==> src/rtl/sar_ctrl_seq.sv <==
// sar_ctrl_seq: multi-channel SAR ADC sequencer with per-channel accumulation.
//
// Scans NCH input channels per start. For each channel it runs 2^NAVG_LOG2
// successive-approximation conversions and returns their sum on DOUT, tagged
// with DCH. Each conversion is a sample phase of NSAMP cycles, then NBITS
// trial cycles, then one DONE cycle. Conversions run back to back.
//
// Build option (macro SAR_CONT_EN):
//   undefined - a scan starts on a GO rising edge seen in IDLE; scan end -> IDLE.
//   defined   - a scan starts while GO is high in IDLE; if GO is still high in
//               the final DONE cycle, the next scan starts with no IDLE cycle.
//
// Ports:
//   CLK     clock
//   RST     synchronous reset, active high
//   GO      start request, sampled in IDLE only
//   CMP     comparator decision, 1 = keep the bit under trial
//   SAMPLE  high during the sample phase
//   RESULTP P-side CDAC code (trial code during CONV, final code in DONE)
//   RESULTN N-side CDAC code, always the inverse of RESULTP
//   CHSEL   input-mux channel being sampled/converted
//   BUSY    high whenever the sequencer is not IDLE
//   VALID   one-cycle strobe qualifying DOUT/DCH
//   DOUT    accumulated sum of the channel's conversions
//   DCH     channel index of DOUT
// All outputs come straight from flops.

module sar_ctrl_seq #(
  parameter int unsigned NBITS     = 5,
  parameter int unsigned NCH       = 4,
  parameter int unsigned CHW       = 2,
  parameter int unsigned NAVG_LOG2 = 0,
  parameter int unsigned NSAMP     = 2
) (
  input  logic                       CLK,
  input  logic                       RST,
  input  logic                       GO,
  input  logic                       CMP,
  output logic                       SAMPLE,
  output logic [NBITS-1:0]           RESULTP,
  output logic [NBITS-1:0]           RESULTN,
  output logic [CHW-1:0]             CHSEL,
  output logic                       BUSY,
  output logic                       VALID,
  output logic [NBITS+NAVG_LOG2-1:0] DOUT,
  output logic [CHW-1:0]             DCH
);

  localparam int unsigned AccW  = NBITS + NAVG_LOG2;
  localparam int unsigned AvgW  = (NAVG_LOG2 > 0) ? NAVG_LOG2 : 1;
  localparam int unsigned BitW  = $clog2(NBITS);
  localparam int unsigned SampW = (NSAMP > 1) ? $clog2(NSAMP) : 1;

  localparam logic [AvgW-1:0]  AvgLast  = AvgW'((1 << NAVG_LOG2) - 1);
  localparam logic [SampW-1:0] SampLast = SampW'(NSAMP - 1);
  localparam logic [CHW-1:0]   ChLast   = CHW'(NCH - 1);
  localparam logic [BitW-1:0]  BitTop   = BitW'(NBITS - 1);
  localparam logic [NBITS-1:0] MsbCode  = {1'b1, {(NBITS-1){1'b0}}};

  typedef enum logic [1:0] {
    StIdle,
    StSamp,
    StConv,
    StDone
  } state_e;

  state_e            state_q;
  logic [SampW-1:0]  samp_cnt_q;
  logic [BitW-1:0]   bit_q;
  logic [AvgW-1:0]   avg_cnt_q;
  logic [AccW-1:0]   acc_q;
  logic              sample_q;
  logic [NBITS-1:0]  resultp_q;
  logic [NBITS-1:0]  resultn_q;
  logic [CHW-1:0]    chsel_q;
  logic              busy_q;
  logic              valid_q;
  logic [AccW-1:0]   dout_q;
  logic [CHW-1:0]    dch_q;

  logic [NBITS-1:0]  code_nxt;
  logic [AccW-1:0]   acc_sum;
  logic              avg_last;
  logic              ch_last;
  logic              start;

`ifdef SAR_CONT_EN
  assign start = GO;
`else
  logic go_q;

  always_ff @(posedge CLK) begin
    if (RST) begin
      go_q <= 1'b0;
    end else begin
      go_q <= GO;
    end
  end

  // Rising edge only, so a GO held high produces a single scan.
  assign start = GO & ~go_q;
`endif

  // Trial-bit resolution: drop the bit under test on CMP=0, then place the
  // next trial bit below it. Bits above bit_q are already final.
  always_comb begin
    code_nxt = resultp_q;
    if (!CMP) begin
      code_nxt[bit_q] = 1'b0;
    end
    if (bit_q != '0) begin
      code_nxt[bit_q - 1'b1] = 1'b1;
    end
  end

  // Sum including the conversion that is finishing this cycle. Width holds
  // 2^NAVG_LOG2 full-scale codes, so it never wraps.
  assign acc_sum  = acc_q + AccW'(code_nxt);
  assign avg_last = (avg_cnt_q == AvgLast);
  assign ch_last  = (chsel_q == ChLast);

  always_ff @(posedge CLK) begin
    if (RST) begin
      state_q    <= StIdle;
      samp_cnt_q <= '0;
      bit_q      <= '0;
      avg_cnt_q  <= '0;
      acc_q      <= '0;
      sample_q   <= 1'b0;
      resultp_q  <= '0;
      resultn_q  <= '1;
      chsel_q    <= '0;
      busy_q     <= 1'b0;
      valid_q    <= 1'b0;
      dout_q     <= '0;
      dch_q      <= '0;
    end else begin
      valid_q <= 1'b0;

      unique case (state_q)
        StIdle: begin
          if (start) begin
            state_q    <= StSamp;
            sample_q   <= 1'b1;
            busy_q     <= 1'b1;
            samp_cnt_q <= '0;
            chsel_q    <= '0;
            avg_cnt_q  <= '0;
            acc_q      <= '0;
            resultp_q  <= '0;
            resultn_q  <= '1;
          end
        end

        StSamp: begin
          if (samp_cnt_q == SampLast) begin
            state_q   <= StConv;
            sample_q  <= 1'b0;
            bit_q     <= BitTop;
            resultp_q <= MsbCode;
            resultn_q <= ~MsbCode;
          end else begin
            samp_cnt_q <= samp_cnt_q + 1'b1;
          end
        end

        StConv: begin
          resultp_q <= code_nxt;
          resultn_q <= ~code_nxt;
          if (bit_q == '0) begin
            // VALID/DOUT are loaded here so they are visible during DONE.
            state_q <= StDone;
            if (avg_last) begin
              valid_q   <= 1'b1;
              dout_q    <= acc_sum;
              dch_q     <= chsel_q;
              acc_q     <= '0;
              avg_cnt_q <= '0;
            end else begin
              acc_q     <= acc_sum;
              avg_cnt_q <= avg_cnt_q + 1'b1;
            end
          end else begin
            bit_q <= bit_q - 1'b1;
          end
        end

        StDone: begin
          // valid_q high here marks the last conversion of this channel.
          if (valid_q) begin
            chsel_q <= ch_last ? '0 : chsel_q + 1'b1;
          end
          if (valid_q && ch_last) begin
`ifdef SAR_CONT_EN
            if (GO) begin
              state_q    <= StSamp;
              sample_q   <= 1'b1;
              samp_cnt_q <= '0;
            end else begin
              state_q    <= StIdle;
              busy_q     <= 1'b0;
            end
`else
            state_q <= StIdle;
            busy_q  <= 1'b0;
`endif
          end else begin
            state_q    <= StSamp;
            sample_q   <= 1'b1;
            samp_cnt_q <= '0;
          end
          resultp_q <= '0;
          resultn_q <= '1;
        end

        default: begin
          state_q <= StIdle;
          busy_q  <= 1'b0;
        end
      endcase
    end
  end

  assign SAMPLE  = sample_q;
  assign RESULTP = resultp_q;
  assign RESULTN = resultn_q;
  assign CHSEL   = chsel_q;
  assign BUSY    = busy_q;
  assign VALID   = valid_q;
  assign DOUT    = dout_q;
  assign DCH     = dch_q;

endmodule

==> config.mk <==
export PLATFORM = sky130hd
export DESIGN_NAME = sar_ctrl_seq
export DESIGN_NICKNAME = d
export VERILOG_FILES = /design/src/rtl/sar_ctrl_seq.sv
export SDC_FILE = /design/constraint.sdc
export NUM_CORES = 1
export LEC_CHECK = 0
export ABC_AREA = 1
export ABC_CLOCK_PERIOD_IN_PS = 3000
export BUFFER_PORTS_ARGS = -buffer_cell sky130_fd_sc_hd__buf_2
export CORE_UTILIZATION = 59
export CTS_CLUSTER_DIAMETER = 100
export DETAILED_ROUTE_END_ITERATION = 10
export PLACE_DENSITY = 0.84
export SYNTH_ARGS = -nofsm -noshare
export SYNTH_HDL_FRONTEND = slang
export SYNTH_SLANG_ARGS = --single-unit
==> constraint.sdc <==
create_clock -name CLK -period 3 [get_ports CLK]
set_input_delay 0.15 -clock CLK [delete_from_list [all_inputs] [get_ports CLK]]
set_output_delay 0.15 -clock CLK [all_outputs]
set_load 0.005 [all_outputs]
Word-level counts from Yosys, hierarchy flattened

Index checks and enable logic that the tools add are counted.

Register bits: 35
Output and inout bits: 22
Word-level logic and storage cells: 104

Add/sub/neg operators: 5
Order comparisons: 4
Equal/unequal tests: 11
Muxes and demuxes: 41
Bitwise operators: 9
Reductions and logical operators: 20

Operators by type and width:

| cell                                                              | number |
|---|---|
| 2-to-1 mux 5 bit                                                  | 8 |
| one-hot mux 5 bit (4 select lines)                                | 2 |
| AND reduction 3 bit                                               | 7 |
| inequality test 2 bit, second input constant                      | 7 |
| 2-to-1 mux 1 bit                                                  | 13 |
| 2-to-1 mux 2 bit                                                  | 6 |
| inverter 5 bit                                                    | 2 |
| one-hot mux 5 bit (2 select lines)                                | 1 |
| less-than comparator 3 x 4 -> 1 bit, second input constant        | 2 |
| one-hot mux 2 bit (4 select lines)                                | 1 |
| demux 1 bit (select 3 bit)                                        | 2 |
| equality test 2 bit, second input constant                        | 3 |
| greater-or-equal comparator 3 x 1 -> 1 bit, second input constant | 2 |
| 2-to-1 mux 3 bit                                                  | 2 |
| one-hot mux 1 bit (3 select lines)                                | 2 |
| one-hot mux 3 bit (2 select lines)                                | 1 |
| nonzero test 2 bit                                                | 3 |
| nonzero test 3 bit                                                | 2 |
| adder 5 bit                                                       | 1 |
| AND 5 bit                                                         | 1 |
| OR 5 bit                                                          | 1 |
| inverter 1 bit                                                    | 4 |
| one-hot mux 1 bit (2 select lines)                                | 2 |
| one-hot mux 2 bit (2 select lines)                                | 1 |
| other kinds (11)                                                  | 14 |

Depth between registers and ports, before layout

Word-level depth: 13
Depth in mapped cells: 10
Gate-level depth less buffers: 10

Worst setup path before layout

No wires, ideal clock.

Kind: reg2reg
From: register state_q[1]
To: register resultn_q[4], in the netlist RESULTN[4]
Library setup time: 0.128 ns
Data arrival time: 1.260 ns
Required time: 2.872 ns
Path slack: 1.612 ns
Cell stages (with the launch flop): 10
Buffers on the path: 1
Cell sequence: dfxtp_1 > inv_1 > ha_1 > inv_2 > nor2_4 > inv_2 > nand2_4 > buf_6 > a21oi_1 > o211ai_1

Word-level cells in the longest chain between the ends: 3

Ends and longest elaborated chain:

| item                                                            | RTL line | RTL |
|---|---|---|
| from (decl)                                                     | 67       | `state_e state_q;` |
| from (signal assigned)                                          | 124      | `state_q <= StIdle;` |
| from (signal assigned)                                          | 143      | `state_q <= StSamp;` |
| from (signal assigned)                                          | 157      | `state_q <= StConv;` |
| equality test 2 x 1 -> 1 bit or zero test 2 bit (tied branches) | 140      | `unique case (state_q)` |
| inequality test 2 bit (no source line)                          | --       |  |
| AND reduction 2 bit (no source line)                            | --       |  |
| to (signal assigned)                                            | 161      | `resultn_q <= ~MsbCode;` |
| to (signal assigned)                                            | 169      | `resultn_q <= ~code_nxt;` |
| to (decl)                                                       | 74       | `logic [NBITS-1:0] resultn_q;` |

Several ways; a longest one is shown, not always the timed one.
A chain may end at the register's enable or synchronous reset.

Worst setup path after layout

From: register state_q[1]
To: register resultn_q[3], in the netlist RESULTN[3]

Same word-level chain as after synthesis.

==> impl_results.rst <==
.. list-table::
   :header-rows: 1

   * - Metric
     - Value
   * - Fillcell total
     - between 200 and 250
   * - Most frequent cells in the layout
     - sky130_fd_sc_hd__nand2_1, sky130_fd_sc_hd__dfxtp_1, sky130_fd_sc_hd__buf_2, sky130_fd_sc_hd__inv_1, sky130_fd_sc_hd__o21ai_0
   * - CTS tree
     - yes
   * - Clock latency on the worst-skew pair
     - 0.33 ns
   * - Net Sw Frac
     - 46.4%
   * - Start of the worst register-to-register path
     - state_q[1]
   * - Total global routing overflow
     - 0
   * - First-pass GRT wire length
     - roughly 5.3 mm
   * - Data arrival time of the worst path
     - 1.84 ns
   * - Mapped Cells
     - 199
   * - WS Path Type
     - flop to flop
   * - Setup Fix Bufs, Post-CTS
     - 0
   * - H-tree depth
     - 2
   * - Layout Cells excl Fill
     - roughly 260
   * - Number of nets with antenna violations after detailed routing
     - 0
   * - Worst slack, placed
     - around 1.4 ns
   * - Slowest cell on the critical path
     - sky130_fd_sc_hd__dfxtp_1
   * - Area of the core region
     - roughly 0.0023 sq mm
   * - Synthesized area divided by synthesized cell count
     - roughly 7.5 sq um
   * - Starting utilization of the core area
     - between 60 and 70%
   * - Area of the mapped netlist
     - about 0.0015 sq mm
   * - Number of nets at the end of the flow
     - 240
   * - Die Span X
     - 52.1 um
   * - Total power per unit cell area
     - 1020 mW/mm^2
   * - CTS resizes
     - 0
   * - Power share of the clock group
     - roughly an eighth
   * - Iteration-0 DRC count of the detailed router
     - 40
   * - Number of diodes added for antenna fixing
     - 0
   * - Mean number of vias per cell
     - 5.24
   * - Input/output buffers
     - 25
   * - Static leakage power
     - 0.844 nW
   * - Outcome
     - completed
   * - Fraction of layout cells with a size suffix above 1
     - approximately a quarter
   * - Worst min-delay path class
     - input pin to flop
   * - Net count after synthesis
     - 211
   * - Detailed-route wire length
     - 3.17 mm
   * - Startpoint of the lowest-slack hold path
     - GO
   * - Routability congestion estimate from global placement
     - 0.884
   * - Total chip power
     - 1.71 mW
   * - Number of warnings reported in the yosys synthesis log
     - 0
   * - Synth-to-Final Area Change
     - 13.0%
   * - Transition at the pin with the smallest max-transition slack
     - 0.323 ns
   * - CP delay by family, top
     - buffers and inverters
   * - Library cell used as clock root buffer
     - sky130_fd_sc_hd__clkbuf_4
   * - Minimum clock period after layout
     - 1.62 ns
   * - Clock-pin slew reported for the worst setup and hold paths after clock tree synthesis
     - 0.10 ns
   * - Fraction of the cycle the final worst path needs
     - between 50 and 60%
   * - Max-cap violation count
     - 0
   * - Final setup vio count
     - 0
   * - Setup repair after global routing missed its margin
     - no
   * - Worst Reg2Reg Path Length in Cells
     - 9
   * - Highest attainable clock frequency
     - 616 MHz
   * - Share of synthesized area occupied by flip-flops and latches
     - 39.2%
   * - Number of sinks on the clock net
     - 29
   * - Cell depth of the worst setup path
     - 9
   * - Logic gate share of total power
     - a little over half
   * - Largest buffer count on any clock path
     - 2
   * - Int Pwr
     - 0.917 mW
   * - Average routed wire per standard cell
     - 12.3 um
   * - Most common cell after layout, fill and taps aside
     - sky130_fd_sc_hd__nand2_1
   * - Final total negative setup slack
     - 0 ns
   * - Buf/Inv on CP
     - 4
   * - Num ports
     - 26
   * - Largest fanout on the critical path
     - 13
   * - Critical path origin
     - state_q[1]
   * - First-pass iteration count of the detailed router
     - 4
   * - Net Sw Power
     - 0.795 mW
   * - Cells on Worst Hold Path
     - 3
   * - # rows
     - 17
   * - Required arrival time at the worst endpoint
     - 3.22 ns
   * - Endpoint type of the worst setup path
     - flop
   * - Cell total after placement
     - 249
   * - Flip-flop and latch count after synthesis
     - 29
   * - Relative slew slack
     - about 80%
   * - Maximum VDD drop
     - 675 uV
   * - Hold-fix buffers at CTS
     - 0
   * - Sequential share of power
     - 33.8%
   * - Half-perimeter wire length after detailed placement
     - approximately 2.4 mm
   * - TritonCTS buffer count
     - 5
   * - Count of pins over their slew limit
     - 0
   * - Maximum number of pins on one net before global-route repair
     - 16
   * - Largest stage delay on the critical path
     - 0.35 ns
   * - Worst Setup Start Kind
     - flop
   * - Final worst-path setup slack
     - 1.38 ns
   * - Ordered cell list for the critical path
     - inv_1, ha_1, inv_2, nor2_4, inv_2, nand2_4, o21ai_0, inv_1, nand3_1
   * - Number of global-route vias before repair
     - 1,231
   * - Final Hold Violating Endpoints
     - 0
   * - Via total after detailed routing
     - about 1,300
   * - Total die area
     - 0.00272 sq mm
   * - Global-route usage over all layers
     - 27.4%
   * - Distinct cells, synth
     - 26
   * - Die height
     - 52.1 um
   * - Initial antenna violation count
     - 0
   * - Skew final
     - ~0.0095 ns
   * - DR DRC count
     - 0
==> power by group through the flow <==
stage	clock [mW]	combinational, mW	sequential (mW)
floorplan	0	0.687	0.586
global placement	0	0.867	0.580
detailed placement	0	0.896	0.588
CTS	0.232	0.901	0.580
global route	0.248	1.04	0.594
finish	0.228	0.904	0.579
==> state kept, by name, summed over array words and instances (netlist names) <==
register,count
bit_q,3
DOUT,5
DCH,2
state_q,2
samp_cnt_q,1
CHSEL,2
BUSY,1
SAMPLE,1
go_q,1
RESULTN,5
VALID,1
RESULTP,5
==> cells by family after synthesis <==
kind of cell | share of synthesized area [%]
simple gates | 26.7
fa+ha+maj | 6.75
buf+inv | 8.61
compound gates | 18.8
flops | 39.2
==> metal layers <==
metal  vias to the layer above  GRT usage (%)  wire length [um]
li1                        697              -                 -
met1                       591           31.6              1370
met2                        52           47.6              1560
met3                         7           6.14               177
met4                         0           12.3                62
met5                         -              0                 0
==> synth_stat cells <==
master | count | share of area, %
sky130_fd_sc_hd__or2_2 | 1 | 0.42
sky130_fd_sc_hd__nand3_1 | 14 | 4.7
sky130_fd_sc_hd__nand2_1 | 40 | 10
sky130_fd_sc_hd__o211ai_1 | 1 | 0.51
sky130_fd_sc_hd__buf_1 | 1 | 0.25
sky130_fd_sc_hd__ha_1 | 8 | 6.8
sky130_fd_sc_hd__o21ai_4 | 1 | 1.1
sky130_fd_sc_hd__nor3_4 | 1 | 1.1
sky130_fd_sc_hd__o21ai_2 | 1 | 0.59
sky130_fd_sc_hd__nand2_2 | 2 | 0.84
sky130_fd_sc_hd__a21oi_2 | 1 | 0.59
sky130_fd_sc_hd__dfxtp_1 | 29 | 39
sky130_fd_sc_hd__clkbuf_1 | 1 | 0.25
sky130_fd_sc_hd__inv_1 | 22 | 5.6
sky130_fd_sc_hd__nor2_1 | 14 | 3.5
sky130_fd_sc_hd__o21bai_1 | 5 | 2.5
sky130_fd_sc_hd__nor2_4 | 1 | 0.76
sky130_fd_sc_hd__buf_6 | 1 | 0.76
sky130_fd_sc_hd__nor2_8 | 1 | 1.4
sky130_fd_sc_hd__nand3_2 | 1 | 0.68
sky130_fd_sc_hd__o21ai_0 | 22 | 7.4
sky130_fd_sc_hd__nor2_2 | 3 | 1.3
sky130_fd_sc_hd__nor3_1 | 1 | 0.34
sky130_fd_sc_hd__nand2_4 | 2 | 1.5
sky130_fd_sc_hd__inv_2 | 7 | 1.8
sky130_fd_sc_hd__a21oi_1 | 18 | 6.1
==> path summary, 6_finish.rpt <==
path | end | slack [ns]
worst max-delay path | RESULTN[3] | 1.38
worst min-delay path | go_q | 0.08
worst max register to register | RESULTN[3] | 1.38
worst min register to register | SAMPLE | 0.47
==> worst reg2reg max path, stage by stage, from the launching register on <==
cell and delay [ns]:
sky130_fd_sc_hd__dfxtp_1 0.35, sky130_fd_sc_hd__inv_1 0.12, sky130_fd_sc_hd__ha_1 0.27, sky130_fd_sc_hd__inv_2 0.10, sky130_fd_sc_hd__nor2_4 0.13, sky130_fd_sc_hd__inv_2 0.08
sky130_fd_sc_hd__nand2_4 0.15, sky130_fd_sc_hd__o21ai_0 0.09, sky130_fd_sc_hd__inv_1 0.14, sky130_fd_sc_hd__nand3_1 0.09
==> final cells by class <==
class,instances,area [sq um],area share (%)
Clock inverter,2,10.0,0.597
Multi-Input combinational cell,138,774,46.2
Timing Repair Buffer,25,125,7.47
Clock buffer,6,41.3,2.46
Sequential cell,29,581,34.7
Inverter,29,109,6.50
Tap cell,28,35.0,2.09
==> metrics by stage <==
| step | utilization (%) | area [sq um] | hold WS, ns |
|---|---|---|---|
| 2_1_floorplan | - | 1480 | 0.219 |
| 3_3_place_gp | 70.7 | 1620 | 0.406 |
| 4_1_cts | 72.9 | 1680 | 0.0864 |
| 6_report | 72.9 | 1680 | 0.0844 |
| 5_1_grt | 72.9 | 1680 | 0.0880 |
| 3_5_place_dp | 70.7 | 1620 | 0.424 |
Power figures use the tool's default switching activity.
